**src/rtl/core_dmem_if.sv**
```systemverilog
// Core data-memory port bundle: request side driven by the core (master),
// ack/data/exception and busy driven by the responder (slave).
interface core_dmem_if #(
   parameter int RW = 16,
   parameter int AB = RW / 8
);
   logic          i_mem_req;
   logic          i_mem_we;
   logic [RW-1:0] i_mem_addr;
   logic [RW-1:0] i_mem_data;
   logic [AB-1:0] i_mem_sel;
   logic          i_mem_long;
   logic [7:0]    i_mem_addr_high;
   logic          o_mem_ack;
   logic [RW-1:0] o_mem_data;
   logic          o_mem_exception;
   logic          o_busy;

   modport master (
      output i_mem_req, i_mem_we, i_mem_addr, i_mem_data, i_mem_sel,
             i_mem_long, i_mem_addr_high,
      input  o_mem_ack, o_mem_data, o_mem_exception, o_busy
   );

   modport slave (
      input  i_mem_req, i_mem_we, i_mem_addr, i_mem_data, i_mem_sel,
             i_mem_long, i_mem_addr_high,
      output o_mem_ack, o_mem_data, o_mem_exception, o_busy
   );
endinterface

```
**src/rtl/core_dmem_responder.sv**
```systemverilog
// Core data-memory responder: word-addressed scratchpad behind a req/ack port,
// fixed wait states, out-of-window accesses acked with an exception.
module core_dmem_responder #(
   parameter int          DEPTH_LOG2  = 8,
   parameter int          WAIT_CYCLES = 1,
   parameter logic [15:0] BASE_ADDR   = 16'h0000,
   parameter logic [7:0]  LONG_PAGE   = 8'h00
) (
   input logic       i_clk,
   input logic       i_rst,
   core_dmem_if.slave bus
);
   localparam int RW    = 16;
   localparam int AB    = RW / 8;
   localparam int DEPTH = 1 << DEPTH_LOG2;

   localparam logic [1:0] S_IDLE = 2'd0;
   localparam logic [1:0] S_WAIT = 2'd1;
   localparam logic [1:0] S_ACK  = 2'd2;

   logic [1:0]            state_q, state_d;
   logic [3:0]            cnt_q, cnt_d;
   logic                  we_q, hit_q;
   logic [DEPTH_LOG2-1:0] idx_q;
   logic [RW-1:0]         data_q;
   logic [AB-1:0]         sel_q;
   logic [RW-1:0]         mem_q [DEPTH];

   logic                  accept, hit_in, enter_ack;
   logic                  w_we, w_hit;
   logic [DEPTH_LOG2-1:0] w_idx;
   logic [RW-1:0]         w_data;
   logic [AB-1:0]         w_sel;
   logic                  wr_en;
   logic [RW-1:0]         lane_mask;
   logic                  ack;

   assign accept = (state_q == S_IDLE) && bus.i_mem_req;
   assign hit_in = (bus.i_mem_addr[RW-1:DEPTH_LOG2] == BASE_ADDR[RW-1:DEPTH_LOG2]) &&
                   (!bus.i_mem_long || (bus.i_mem_addr_high == LONG_PAGE));

   always_comb begin
      state_d = state_q;
      cnt_d   = cnt_q;
      case (state_q)
         S_IDLE: begin
            if (bus.i_mem_req) begin
               if (WAIT_CYCLES == 0) begin
                  state_d = S_ACK;
               end else begin
                  state_d = S_WAIT;
                  cnt_d   = 4'(WAIT_CYCLES);
               end
            end
         end
         S_WAIT: begin
            cnt_d = cnt_q - 4'd1;
            if (cnt_q == 4'd1) state_d = S_ACK;
         end
         S_ACK:   state_d = S_IDLE;
         default: state_d = S_IDLE;
      endcase
   end

   always_ff @(posedge i_clk or posedge i_rst) begin
      if (i_rst) begin
         state_q <= S_IDLE;
         cnt_q   <= 4'd0;
      end else begin
         state_q <= state_d;
         cnt_q   <= cnt_d;
      end
   end

   always_ff @(posedge i_clk) begin
      if (accept) begin
         we_q   <= bus.i_mem_we;
         hit_q  <= hit_in;
         idx_q  <= bus.i_mem_addr[DEPTH_LOG2-1:0];
         data_q <= bus.i_mem_data;
         sel_q  <= bus.i_mem_sel;
      end
   end

   // The store commits on the edge entering ACK; with no wait states that is
   // the accept edge itself, so the live inputs are used instead of the latches.
   assign enter_ack = (state_d == S_ACK) && (state_q != S_ACK);
   assign w_we   = (state_q == S_IDLE) ? bus.i_mem_we   : we_q;
   assign w_hit  = (state_q == S_IDLE) ? hit_in         : hit_q;
   assign w_idx  = (state_q == S_IDLE) ? bus.i_mem_addr[DEPTH_LOG2-1:0] : idx_q;
   assign w_data = (state_q == S_IDLE) ? bus.i_mem_data : data_q;
   assign w_sel  = (state_q == S_IDLE) ? bus.i_mem_sel  : sel_q;
   assign wr_en  = enter_ack && w_we && w_hit && !i_rst;

   always_ff @(posedge i_clk) begin
      if (wr_en) begin
         for (int b = 0; b < AB; b++) begin
            if (w_sel[b]) mem_q[w_idx][8*b +: 8] <= w_data[8*b +: 8];
         end
      end
   end

   always_comb begin
      lane_mask = '0;
      for (int b = 0; b < AB; b++) lane_mask[8*b +: 8] = {8{sel_q[b]}};
   end

   assign ack                 = (state_q == S_ACK);
   assign bus.o_mem_ack       = ack;
   assign bus.o_mem_data      = (ack && hit_q && !we_q) ? (mem_q[idx_q] & lane_mask) : '0;
   assign bus.o_mem_exception = ack && !hit_q;
   assign bus.o_busy          = (state_q != S_IDLE);
endmodule

```
**src/flat_wrapper.sv**
```systemverilog
// flat-port wrapper written by rule: the top's interface ports become plain ports
module core_dmem_responder_flat 
#(
   parameter int          DEPTH_LOG2  = 8,
   parameter int          WAIT_CYCLES = 1,
   parameter logic [15:0] BASE_ADDR   = 16'h0000,
   parameter logic [7:0]  LONG_PAGE   = 8'h00
)
  (i_clk, i_rst, bus_i_mem_req, bus_i_mem_we, bus_i_mem_addr, bus_i_mem_data, bus_i_mem_sel, bus_i_mem_long, bus_i_mem_addr_high, bus_o_mem_ack, bus_o_mem_data, bus_o_mem_exception, bus_o_busy);
  core_dmem_if bus_i ();
  input logic i_clk;
  input logic i_rst;
  input wire logic [$bits(bus_i.i_mem_req)-1:0] bus_i_mem_req;
  input wire logic [$bits(bus_i.i_mem_we)-1:0] bus_i_mem_we;
  input wire logic [$bits(bus_i.i_mem_addr)-1:0] bus_i_mem_addr;
  input wire logic [$bits(bus_i.i_mem_data)-1:0] bus_i_mem_data;
  input wire logic [$bits(bus_i.i_mem_sel)-1:0] bus_i_mem_sel;
  input wire logic [$bits(bus_i.i_mem_long)-1:0] bus_i_mem_long;
  input wire logic [$bits(bus_i.i_mem_addr_high)-1:0] bus_i_mem_addr_high;
  output wire logic [$bits(bus_i.o_mem_ack)-1:0] bus_o_mem_ack;
  output wire logic [$bits(bus_i.o_mem_data)-1:0] bus_o_mem_data;
  output wire logic [$bits(bus_i.o_mem_exception)-1:0] bus_o_mem_exception;
  output wire logic [$bits(bus_i.o_busy)-1:0] bus_o_busy;
  assign bus_i.i_mem_req = bus_i_mem_req;
  assign bus_i.i_mem_we = bus_i_mem_we;
  assign bus_i.i_mem_addr = bus_i_mem_addr;
  assign bus_i.i_mem_data = bus_i_mem_data;
  assign bus_i.i_mem_sel = bus_i_mem_sel;
  assign bus_i.i_mem_long = bus_i_mem_long;
  assign bus_i.i_mem_addr_high = bus_i_mem_addr_high;
  assign bus_o_mem_ack = bus_i.o_mem_ack;
  assign bus_o_mem_data = bus_i.o_mem_data;
  assign bus_o_mem_exception = bus_i.o_mem_exception;
  assign bus_o_busy = bus_i.o_busy;
  core_dmem_responder #(.DEPTH_LOG2(DEPTH_LOG2), .WAIT_CYCLES(WAIT_CYCLES), .BASE_ADDR(BASE_ADDR), .LONG_PAGE(LONG_PAGE)) u_core (.i_clk(i_clk), .i_rst(i_rst), .bus(bus_i));
endmodule
```
**config.mk**
```make
export PLATFORM = sky130hd
export DESIGN_NAME = core_dmem_responder_flat
export DESIGN_NICKNAME = d
export VERILOG_FILES = /design/src/rtl/core_dmem_if.sv /design/src/rtl/core_dmem_responder.sv /design/src/flat_wrapper.sv
export SDC_FILE = /design/constraint.sdc
export NUM_CORES = 2
export LEC_CHECK = 0
export ABC_AREA = 1
export CAP_MARGIN = 20
export CORE_MARGIN = 1
export CORE_UTILIZATION = 50
export CTS_CLUSTER_DIAMETER = 40
export DETAILED_ROUTE_END_ITERATION = 10
export PLACE_DENSITY = 0.65
export SETUP_SLACK_MARGIN = 0.5
export SLEW_MARGIN = 40
export SYNTH_ARGS = -nofsm -noshare
export SYNTH_HDL_FRONTEND = slang
export SYNTH_SLANG_ARGS = --single-unit
```
**constraint.sdc**
```tcl
create_clock -name i_clk -period 6.4 [get_ports i_clk]
set_input_delay 1.6 -clock i_clk [delete_from_list [all_inputs] [get_ports i_clk]]
set_output_delay 1.6 -clock i_clk [all_outputs]
set_load 0.03 [all_outputs]
```
=== Word-level counts from Yosys, hierarchy flattened ===
Memories as Yosys holds them, arrays and structs flattened. A register that Yosys moved wholly into a read port is not among the register bits.
Index checks and enable logic that the tools add are counted.
Widths: inputs -> output; s select.

* Equality and inequality tests: 6
* Multiplexer cells: 18
* Reductions and logical operators: 20
* Add/subtract/negate cells: 1
* Bitwise logic cells: 1

{| class="wikitable"
|+ Operator list
! cell !! number
|-
| $mux 16 || 2
|-
| $and 16x16->16 || 1
|-
| $logic_not 8->1 || 2
|-
| $mux 8 || 2
|-
| $logic_and 1x1->1 || 9
|-
| $mux 1 || 8
|-
| $pmux 4 s2 || 1
|-
| $mux 2 || 3
|-
| $eq 2x2->1 const B || 2
|-
| $eq 4x1->1 const B || 1
|-
| $logic_not 1->1 || 4
|-
| $mux 4 || 1
|-
| $ne 2x2->1 const B || 2
|-
| $pmux 2 s2 || 1
|-
| $reduce_bool 2->1 || 2
|-
| $sub 4x1->4 const B || 1
|-
| $eq 2x1->1 const B || 1
|-
| $logic_not 2->1 || 1
|-
| $reduce_and 2->1 || 1
|-
| $logic_or 1x1->1 || 1
|}

* Word-level logic and storage cells: 54
* Bits in registers: 34
* Bits in writable memories: 4,096
* Memories kept: 1

{| class="wikitable"
|+ Memories
! memory !! words !! bits a word !! rd ports !! clocked after Yosys merged registers in !! wr ports !! RTL line !! RTL
|-
| u_core.mem_q || 256 || 16 || 1 || 1 || 1 || core_dmem_responder.sv:27 || <nowiki>logic [RW-1:0] mem_q [DEPTH];</nowiki>
|}

=== Depth between registers and ports, before layout ===
* Depth in word-level cells: 10
* Mapped depth: 15
* Depth with buffers taken out: 11

=== Worst setup path before layout ===
Ideal clock, no wire load.

* Kind: input to register
* From: input port bus_i_mem_data[5]
* To: memory u_core.mem_q[0][5], data pin
* Path slack: 938 ps
* Path buffers: 0
* Cell stages on the path: 2
* Arrival time: 4,640 ps
* Cell sequence: nand2_1 -> nand2_1

* Longest elaborated chain between the ends: 1

{| class="wikitable"
|+ RTL lines
! element !! RTL line !! RTL
|-
| start: declaration || flat_wrapper.sv:16 || <nowiki>input wire logic [$bits(bus_i.i_mem_data)-1:0] bus_i_mem_data;</nowiki>
|-
| $mux 16 || core_dmem_responder.sv:91 || <nowiki>assign w_data = (state_q == S_IDLE) ? bus.i_mem_data : data_q;</nowiki>
|-
| named net u_core.w_data[5] || core_dmem_responder.sv:32 || <nowiki>logic [RW-1:0] w_data;</nowiki>
|-
| end: declaration || core_dmem_responder.sv:27 ||
|}

The timed path passes the listed nets, and every way through them passes these cells.

==> summary.txt <==
Detailed routing
  – Via Count: 115000
  – ANT nets after route: 0
  – WL per Instance: approximately 26 microns
  – Drt via density: between 5 and 6
  – Initial DRC count: 15300
  – Routed wire length: 504000 microns
  – # DRC: 0
  – Pre-antenna DRT Iters: 8

Clock tree
  – Clk Latency, worst-skew pair: between 1 and 1.5 ns
  – TritonCTS buffer count: approximately 530
  – TritonCTS clock tree: yes
  – Hold buffers post-CTS: 0
  – CTS root buf: clkbuf_16
  – Clock transition at path regs: 0.05 ns
  – Max clock buf depth: 4
  – Htree depth: 6
  – Num Clock Sinks: 4138

STA
  – Fmax: 168 MHz
  – Clock period minus worst slack: 5.97 ns
  – Final hold slack: roughly 0.5 ns
  – RSZ-0062 raised after global routing: true
  – Slew Limit Fails: 0
  – Crit share post-route: 93.2%
  – Setup ws final: roughly 0.43 ns
  – Final-report setup violation count: 0
  – Least-Margin Pin Slew: 1.01 ns
  – TNS Setup: 0 ns
  – Layout Skew: between 0.04 and 0.05 ns
  – Final hold viol count: 0
  – Relative slew slack: 32.7%

Floorplanning
  – # IOs: 66
  – Die height: approximately 600 microns
  – Die width: 583 microns
  – Core box area: about 0.34 sq mm
  – DIE AREA: between 0.3 and 0.4 sq mm
  – Initial Utilization: 50.2%
  – Num rows: 213

Yosys
  – Post-synthesis mux area share: 0%
  – Compound-gate portion of the synthesized area: 0.499%
  – Syn. warnings: 0
  – Adder-Cell Fraction of Synth Area: 0.0148%
  – Register bit total from synthesis: just over 4000
  – Gate Count Post-Synth: ~14000
  – Part of the Yosys area used for sequential elements: 73.5%
  – Largest family of logic cells by synthesized area: simple AND/OR/NAND/NOR gates
  – Post-Synth XOR/XNOR Area: less than 1%
  – Syn_nets: 14400
  – Synth Cell Area: 0.169 sq mm
  – Post-synth cell types: 31
  – Post-Synth Simple-Gate Area: 23.0%
  – Syn Area/Cell: 11.8 sq um

Worst setup path
  – CP Capture Type: primary output
  – Critical Path AT: 4.37 ns
  – Worst EP required: between 4 and 5 ns
  – Worst Path Max Fanout: 86
  – Kind of critical path: register to primary output
  – Worst Setup Start Kind: register

GRT
  – Vias in the first global route: 108000
  – Total gr overflow: 0
  – Antenna violations before repair: 16
  – Largest net degree at the start of global routing: 153
  – GRT Total Usage: 28.9%
  – First-pass GRT wire length: 728000 microns

Place
  – Post-DP HPWL: roughly 290000 microns
  – Placed Area: 0.175 sq mm
  – Placed Instances: 18300
  – GPL Wtd Cong: 0.893
  – Port bufs: 65
  – Pre-CTS setup slack: around 0.33 ns

Run status
  – Outcome: finished clean

Min path
  – Worst hold path class: register to register

Final layout
  – Fin area: 0.195 sq mm
  – Commonest non-fill, non-tap cell in the layout: nand2_1
  – Finished Core Util: 58.0%
  – Commonest cells after routing, fill and taps aside: nand2_1 (4407), edfxtp_1 (4124), nand3_1 (3816)
  – Layout cell share with drive strength beyond 1: ~11%
  – Non-filler cells, final: 19300
  – Area grow syn2layout: 15.4%
  – Layout Nets: 14400

Power
  – VDD IR max: slightly above 0.5 mV
  – Pwr Total: 94.4 mW
  – Power Dens Cells: 484 mW/mm^2
  – Leak: 67.5 nW

Job
  – Maxcap violations: 0
## critical path: stages, from the launching register on
cell and delay, ns:
dfxtp_4 0.43, buf_4 0.20, buf_4 0.17, inv_8 0.26, buf_16 0.36, nand2_1 0.12
nand3_1 0.09, nand3_1 0.09, nand3_1 0.09, nand3_1 0.18, nand3_1 0.15, nand2_1 0.29
nor2_1 0.24, nor2_2 0.10, nor2_4 0.33, buf_12 0.17
## final cells by class
| type | count | area (sq um) |
|---|---|---|
| Clock inverter | 335 | 3700 |
| Timing Repair Buffer | 488 | 6240 |
| Antenna cell | 11 | 27.5 |
| Timing Repair inverter | 5 | 46.3 |
| Tap cell | 4515 | 5650 |
| Inverter | 38 | 210 |
| Fill cell | 26500 | 141000 |
| Multi-Input combinational cell | 9168 | 40900 |
| Clock buffer | 619 | 13900 |
| Sequential cell | 4138 | 124000 |
## synth_stat cells
cell type / count / area share (%)
buf_1: 126 / 0.28
edfxtp_1: 4124 / 73
xor2_1: 1 / 0.0052
dfrtp_1: 6 / 0.089
ha_1: 2 / 0.015
nand3b_1: 1 / 0.0044
or3_1: 1 / 0.0037
nor2_4: 16 / 0.11
clkinv_1: 1 / 0.0022
o21ai_2: 6 / 0.031
nand3_1: 3859 / 11
nand2_1: 4426 / 9.8
dfxtp_1: 8 / 0.095
o211ai_2: 1 / 0.0074
o22ai_1: 41 / 0.15
nand2_4: 2 / 0.013
buf_2: 548 / 1.6
nor4_4: 1 / 0.013
o21ai_0: 68 / 0.20
inv_1: 27 / 0.060
clkinv_2: 1 / 0.0030
nor2_1: 677 / 1.5
nor2_2: 19 / 0.070
nand2_2: 8 / 0.030
o21ai_1: 2 / 0.0059
a21oi_1: 34 / 0.10
clkbuf_1: 234 / 0.52
nor4_1: 3 / 0.011
buf_6: 11 / 0.073
inv_2: 9 / 0.020
buf_4: 77 / 0.34
## cell families after synthesis
kind of cell             count (synthesis)
AND/OR/NAND/NOR                       9013
AO/OA/AOI/OAI                          152
adder cells (fa/ha/maj)                  2
buffers and inverters                 1034
flip-flops                            4138
XOR/XNOR                                 1
## power by group
part	internal, mW	leakage [nW]	switching (mW)
registers	34.5	37.3	0.141
clock network	18.1	8.54	11.6
logic	6.97	21.6	23.1
## flip-flops by register name, summed over array words and instances (netlist names), named ones only
signal          flops
u_core.mem_q     4096
u_core.data_q      16
u_core.idx_q        8
u_core.cnt_q        4
u_core.sel_q        2
u_core.state_q      2
u_core.hit_q        1
u_core.we_q         1
## worst paths after layout
kind,cells past startpoint,start,endpoint,slack [ns]
worst min register to register,1,u_core.cnt_q[2]$_DFFE_PP0P_,u_core.cnt_q[2]$_DFFE_PP0P_,0.50
min in group asynchronous,2,i_rst,u_core.state_q[1]$_DFF_PP0_,0.91
worst min-delay path,1,u_core.cnt_q[2]$_DFFE_PP0P_,u_core.cnt_q[2]$_DFFE_PP0P_,0.50
max in group asynchronous,2,i_rst,u_core.cnt_q[3]$_DFFE_PP0P_,5.28
worst max-delay path,15,register,bus_o_mem_data[1],0.43
worst max register to register,8,u_core.state_q[0]$_DFF_PP0_,u_core.mem_q[118][9]$_DFFE_PP_,2.13
## layer usage
layer / vias to the layer above / part of all wire [%] / track usage, %
met4: 16 / 5.4 / 15.1
met1: 56300 / 39 / 39.9
met5: - / 0.016 / 0
met2: 6572 / 45 / 43.9
li1: 51100 / - / -
met3: 1096 / 11 / 5.49
## timing repair
item | in CTS | in global routing
endpoints found under the setup margin | 16 | 16
cloned | 18 | 7
resized for setup | 107 | 47
buffers inserted | 22 | 0
pin swaps | 2 | 5
(Power assumes the default switching activity.)
